<file path="config.mk">
export PLATFORM = sky130hd
export DESIGN_NAME = unified_mem_arbiter
export DESIGN_NICKNAME = d
export VERILOG_FILES = /design/src/rtl/unified_mem_arbiter.sv
export SDC_FILE = /design/constraint.sdc
export NUM_CORES = 1
export LEC_CHECK = 0
export ABC_AREA = 1
export CELL_PAD_IN_SITES_DETAIL_PLACEMENT = 0
export CELL_PAD_IN_SITES_GLOBAL_PLACEMENT = 2
export CORE_MARGIN = 2
export CORE_UTILIZATION = 20
export DETAILED_ROUTE_END_ITERATION = 8
export GPL_ROUTABILITY_DRIVEN = 1
export GPL_TIMING_DRIVEN = 0
export MAX_ROUTING_LAYER = met4
export PLACE_DENSITY = 0.74
export SETUP_SLACK_MARGIN = 0.1
export SLEW_MARGIN = 20
export SYNTH_ARGS = -nofsm -noshare
export SYNTH_HDL_FRONTEND = slang
export SYNTH_SLANG_ARGS = --single-unit
</file>
<file path="constraint.sdc">
create_clock -name clk -period 1.43 [get_ports clk]
set_input_delay 0.286 -clock clk [delete_from_list [all_inputs] [get_ports clk]]
set_output_delay 0.286 -clock clk [all_outputs]
set_load 0.03 [all_outputs]
</file>
<file path="src/rtl/unified_mem_arbiter.sv">
// Round-robin arbiter sharing one memory port between the inst and data requesters.
// Ports: clk, reset, inst_req/rsp, data_req/rsp, mem_req/rsp, grant counters, protocol_error.
//
// Packed request layout (73 bits): {addr[31:0], valid, do_read[3:0], do_write[3:0], data[31:0]}
// Packed response layout (34 bits): {ready, valid, data[31:0]}
module unified_mem_arbiter #(
    parameter int COUNT_WIDTH = 32,
    parameter bit INST_FIRST  = 1'b1
) (
    input  logic                   clk,
    input  logic                   reset,
    input  logic [72:0]            inst_req,
    output logic [33:0]            inst_rsp,
    input  logic [72:0]            data_req,
    output logic [33:0]            data_rsp,
    output logic [72:0]            mem_req,
    input  logic [33:0]            mem_rsp,
    output logic [COUNT_WIDTH-1:0] inst_grant_count,
    output logic [COUNT_WIDTH-1:0] data_grant_count,
    output logic                   protocol_error
);

    typedef enum logic [1:0] {
        IDLE  = 2'd0,
        ISSUE = 2'd1,
        WAIT  = 2'd2
    } state_t;

    localparam logic OWN_INST = 1'b0;
    localparam logic OWN_DATA = 1'b1;

    state_t state, state_n;
    logic   owner, owner_n;
    logic   last_served;

    logic        i_full, d_full;
    logic [31:0] i_addr, d_addr;
    logic [3:0]  i_rd, d_rd;
    logic [3:0]  i_wr, d_wr;
    logic [31:0] i_data, d_data;

    logic        m_ready, m_valid;
    logic [31:0] m_data;

    logic        i_acc, d_acc;
    logic        i_rv, d_rv;
    logic [31:0] i_rdata, d_rdata;
    logic        inc_i, inc_d;
    logic        done;
    logic        stray;

    assign m_ready = mem_rsp[33];
    assign m_valid = mem_rsp[32];
    assign m_data  = mem_rsp[31:0];

    assign i_acc = inst_req[40] && !i_full;
    assign d_acc = data_req[40] && !d_full;

    // Ready reflects only slot occupancy, so requesters may gate valid on it.
    assign inst_rsp = {!i_full, i_rv, i_rdata};
    assign data_rsp = {!d_full, d_rv, d_rdata};

    always_comb begin
        state_n = state;
        owner_n = owner;
        mem_req = '0;
        i_rv    = 1'b0;
        d_rv    = 1'b0;
        i_rdata = '0;
        d_rdata = '0;
        inc_i   = 1'b0;
        inc_d   = 1'b0;
        done    = 1'b0;
        stray   = 1'b0;
        unique case (state)
            IDLE: begin
                stray = m_valid;
                if (i_full && d_full) begin
                    // Tie: serve whoever was not served last.
                    owner_n = ~last_served;
                    state_n = ISSUE;
                end else if (i_full) begin
                    owner_n = OWN_INST;
                    state_n = ISSUE;
                end else if (d_full) begin
                    owner_n = OWN_DATA;
                    state_n = ISSUE;
                end
            end
            ISSUE: begin
                stray = m_valid;
                if (m_ready) begin
                    if (owner == OWN_DATA) begin
                        mem_req = {d_addr, 1'b1, d_rd, d_wr, d_data};
                        inc_d   = 1'b1;
                    end else begin
                        mem_req = {i_addr, 1'b1, i_rd, i_wr, i_data};
                        inc_i   = 1'b1;
                    end
                    state_n = WAIT;
                end
            end
            WAIT: begin
                if (m_valid) begin
                    done = 1'b1;
                    if (owner == OWN_DATA) begin
                        d_rv    = 1'b1;
                        d_rdata = m_data;
                    end else begin
                        i_rv    = 1'b1;
                        i_rdata = m_data;
                    end
                    state_n = IDLE;
                end
            end
            default: state_n = IDLE;
        endcase
    end

    always_ff @(posedge clk) begin
        if (reset) begin
            state            <= IDLE;
            owner            <= OWN_INST;
            last_served      <= INST_FIRST ? OWN_DATA : OWN_INST;
            i_full           <= 1'b0;
            d_full           <= 1'b0;
            i_addr           <= '0;
            i_rd             <= '0;
            i_wr             <= '0;
            i_data           <= '0;
            d_addr           <= '0;
            d_rd             <= '0;
            d_wr             <= '0;
            d_data           <= '0;
            inst_grant_count <= '0;
            data_grant_count <= '0;
            protocol_error   <= 1'b0;
        end else begin
            state <= state_n;
            owner <= owner_n;
            // Accept needs an empty slot and release needs a full one,
            // so the two never collide on the same slot.
            if (i_acc) begin
                i_full <= 1'b1;
                i_addr <= inst_req[72:41];
                i_rd   <= inst_req[39:36];
                i_wr   <= inst_req[35:32];
                i_data <= inst_req[31:0];
            end else if (done && owner == OWN_INST) begin
                i_full <= 1'b0;
            end
            if (d_acc) begin
                d_full <= 1'b1;
                d_addr <= data_req[72:41];
                d_rd   <= data_req[39:36];
                d_wr   <= data_req[35:32];
                d_data <= data_req[31:0];
            end else if (done && owner == OWN_DATA) begin
                d_full <= 1'b0;
            end
            if (done) begin
                last_served <= owner;
            end
            if (inc_i) begin
                inst_grant_count <= inst_grant_count + COUNT_WIDTH'(1);
            end
            if (inc_d) begin
                data_grant_count <= data_grant_count + COUNT_WIDTH'(1);
            end
            if (stray) begin
                protocol_error <= 1'b1;
            end
        end
    end

endmodule

</file>
======== Yosys cells after proc, flatten, opt, wreduce, memory -nomap -nowiden ========
Cells that the tools add are included.
Widths: inputs -> output; s select.
storage, ports and cells
  bits of input ports ..................... 182
  logic and storage cells ................. 74
  output and inout bits ................... 206
  bits in registers ....................... 215
operators by class
  bitwise operators ....................... 2
  equality and inequality tests ........... 5
  multiplexer cells ....................... 35
  reductions and logical operators ........ 14
  add/sub/neg operators ................... 2
operators by type and width
  cell                   count
  $mux 73                3
  $mux 32                6
  $add 32x1->32 const B  2
  $mux 1                 20
  $mux 2                 5
  $pmux 2 s3             1
  $logic_and 1x1->1      5
  $ne 2x2->1 const B     2
  $ne 4x4->1 const B     1
  $reduce_bool 2->1      2
  $reduce_and 3->1       1
  $reduce_bool 3->1      1
  $eq 2x1->1 const B     1
  $eq 2x2->1 const B     1
  $logic_not 1->1        2
  $logic_not 2->1        1
  $not 1->1              2
  $reduce_and 2->1       1
  $reduce_or 2->1        1

======== Longest topological paths before layout ========
Gate-level depths: netlist (run 1).
  depth after elaboration ................. 5
  depth in mapped cells ................... 10

======== Worst setup path before layout (run 1) ========
Ideal clock, no wire load.
  kind .................................... reg2out
  start ................................... register state[1]
  end ..................................... output data_rsp[22]
  required time ........................... 1.144 ns
  cell stages (with the launch flop) ...... 6
  path buffers ............................ 1
  arrival time ............................ 1.456 ns
  slack ................................... -0.312 ns
  cells stage by stage .................... dfxtp_1 > inv_1 > nor2_1 > nand3_1 > clkbuf_1 > nor2_1
on the way
  longest elaborated chain between the ends .. 2
ends and longest elaborated chain
  what                    line  source
  from (decl)             32    state_t state, state_n;
  from (signal assigned)  139   state <= state_n;
  $eq 2x2->1              75    unique case (state)
  $mux 32                 75
  to (decl)               15    output logic [33:0] data_rsp,
Every way passes these cells.

======== Worst setup path in the final report (run 1) ========
  start ................................... register state[1]
  end ..................................... output mem_req[23]
on the way
  longest elaborated chain between the ends .. 2
ends and longest elaborated chain
  what        line  source
  $eq 2x1->1  75
  $mux 73     75
  to (decl)   16    output logic [72:0] mem_req,
Every way passes these cells.

==> run metrics, run 1 <==
leakage=around 8.4 nW; maxcap violations=0; Max Transition Viols Final=0; Worst EP arrival=1990 ps; Die Width=225 microns; CTS Buf Count=28; Layout area overhead=99.6%; Overall Global Routing Usage=0.177; final hold violation count=0; clk_skew=10.6 ps; sequential-to-total area share from yosys stat=0.440; outcome=finished, violations left; Slew @ Worst Pin=803 ps; Max VDD drop=0.779 mV; layout cell share with drive strength beyond 1=0.377; largest net degree at the start of global routing=14; RSZ-0062 raised after global routing=yes; GR Util met1=0.202; grt total ovfl=0; Yosys reg bits=approximately 220; Final WS setup=-849 ps; top-area cell type share of the netlist area=0.440; Setup Crit Path Kind=register to output port; antenna violations before repair=7; Hold Crit Class=input pin to register; slack of the worst reg-to-reg path=-440 ps; die footprint=50700 sq um; chip height=225 microns; post-synth cell types=35; clk_lat worst skew=550 ps; dpl hpwl=about 33000 microns; Final min period=2280 ps; Worst Hold Depth=2; most common cell after layout, fill and taps aside=nor2_1; YS warnings=0; first-pass GRT wire length=67100 microns; synthesized instance count=1431; setup violators final=190; ranking of synthesized cells by area=dfxtp_1 (44%), nor2_1 (18%), o21ai_0 (8.5%); average size of a mapped cell=6.83 sq um; DRC errors left=0; Post-Synthesis Cell Area=about 9800 sq um; Crit. End Element=output port; CTS Sinks=215; standard-cell rows=81; wire per inst=17.2 microns; area leader, netlist=dfxtp_1; Detail Route Antenna Nets=0; io pins=388; Final period util=1.59; Core ar.=48500 sq um; r2r worst-path depth=12; cell area power density=between 800 and 900 nW/um^2; Max Fanout on Critical Path=8; fmax=0.439 GHz; DRT Wirelength=between 40000 and 50000 microns; post-synth net total=approximately 1600; PortBufs=386; H-tree levels=1; critical path launch point type=register; TritonCTS clock tree=done; Design Power=roughly 0.017 W; root buf cell=clkbuf_16; Most Crowded Layer GR=met2; CTS clk-pin slew, worst paths=60 ps; met3 track demand over resource=0.0553; top_reg_cell synth=dfxtp_1; Initial Util=0.201; failing checks=setup timing; via/cell ratio=between 4 and 5; Final #Nets=2167; Hold Crit Endpoint=d_full; share of flip-flops with an asynchronous set or reset=0; number of synthesized flops with an enable pin=0; relative slew slack=0.465; Reg-to-Reg End=data_grant_count[21]; gpl congestion=between 0.8 and 0.9; initial drt markers=306; Worst Path Required=approximately 1100 ps; routed vias=11300; Setup TNS Final=-109100 ps; number of global-route vias before repair=11300; cts hold-fix bufs=0; worst reg2reg path startpoint=state[1]; global-route track usage on met2=0.308; most frequent cells in the layout=nor2_1 (390), buf_6 (241), clkdlybuf4s50_1 (180), nand2_1 (156), o21ai_0 (150); hold_sp=reset; DR pass1 iterations=4; clk buf depth=3
[synthesized netlist by cell type (2+ instances only)]
master and n:
clkbuf_1 54, nand2_1 173, a21oi_1 36, nand3_1 35, buf_4 3, nor2_4 2
inv_1 117, buf_2 18, o21a_1 3, a22o_1 72, o21ai_0 166, nor2_2 8
a211oi_1 2, dfxtp_1 215, inv_2 3, nand2_2 3, nor3_1 10, nor3_4 2
buf_1 2, nor2_1 475, ha_1 2, nand4_1 16, o21ai_1 2
[through the flow]
step                instances   util  hold WS (ps)  area [sq um]  setup WS, ps
floorplan                1431      -           429         11300         -29.7
detailed placement       2439  0.327           452         15900         -1470
finish                   2633  0.402           153         19500          -849
global route             2632  0.402           153         19500          -919
global placement         2439  0.327           444         15900         -1470
CTS                      2597  0.386           113         18800          -932
[worst max-delay path, stage by stage, from the launching register on]
cell     delay, ps
dfxtp_4        380
inv_8           50
nand2_8         70
nor2_4          50
buf_6          110
buf_12         140
buf_12         150
buf_6          120
a22o_4         210
buf_6          130
[cell families after synthesis]
family,after synthesis,share of synthesized area
compound gates,284,0.175
xor+xnor,1,0.000896
fa+ha+maj,2,0.00256
buf+inv,198,0.0795
flops,215,0.440
simple gates,731,0.302
[final cells by class]
class | count | area (sq um)
inverters | 121 | 485
plain buffers | 75 | 744
diodes | 8 | 20.0
repair buffers | 524 | 5750
clock buffers | 43 | 871
well taps | 622 | 778
multi-input cells | 1018 | 6250
flip-flops and latches | 215 | 4530
clock inverters | 7 | 85.1
fillers | 4965 | 29000
[flip-flops by register name, summed over array words and instances (netlist names), 2 cells and up]
signal and cells:
d_addr 32, d_data 32, d_rd 4, d_wr 4, data_grant_count 32, i_addr 32, i_data 32, i_rd 4
i_wr 4, inst_grant_count 32, state 2
[power breakdown]
part / leakage [nW] / internal (W) / total [W] / switching (W)
logic: 6.11 / 0.00144 / 0.00289 / 0.00144
clock network: 0.474 / 0.00452 / 0.00729 / 0.00278
registers: 1.82 / 0.00627 / 0.00655 / 0.000277
total: 8.41 / 0.0122 / 0.0167 / 0.00450
[repair_timing]
| item | in CTS | in global routing |
|---|---|---|
| cloned | 11 | 3 |
| pin swaps | 46 | 72 |
| buffers inserted | 98 | 33 |
| gates resized for setup | 1623 | 179 |
| endpoints found under the setup margin | 414 | 396 |
[worst max path at each step]
stage | to | start
floorplan | mem_req[22] | state[1]
global placement | mem_req[69] | mem_rsp[33]
detailed placement | mem_req[69] | mem_rsp[33]
CTS | inst_rsp[32] | state[1]
global route | inst_rsp[2] | state[1]
finish | mem_req[23] | state[1]
[per-layer routing]
metal  up-vias  routed length (microns)
met5         -                        0
li1       5742                        -
met1      5216                    18900
met4         0                      546
met2       311                    22200
met3        35                     3740
Note: power is estimated with default switching activity, not from simulation.
==> inputs of run 2 (changes only) <==
--- a/config.mk
+++ b/config.mk
@@ -16,7 +16,6 @@
 export MAX_ROUTING_LAYER = met4
 export PLACE_DENSITY = 0.74
 export SETUP_SLACK_MARGIN = 0.1
-export SLEW_MARGIN = 20
 export SYNTH_ARGS = -nofsm -noshare
 export SYNTH_HDL_FRONTEND = slang
 export SYNTH_SLANG_ARGS = --single-unit
==> results of run 2 <==
No change in the layout: final DEF, timing and power equal those of run 1.
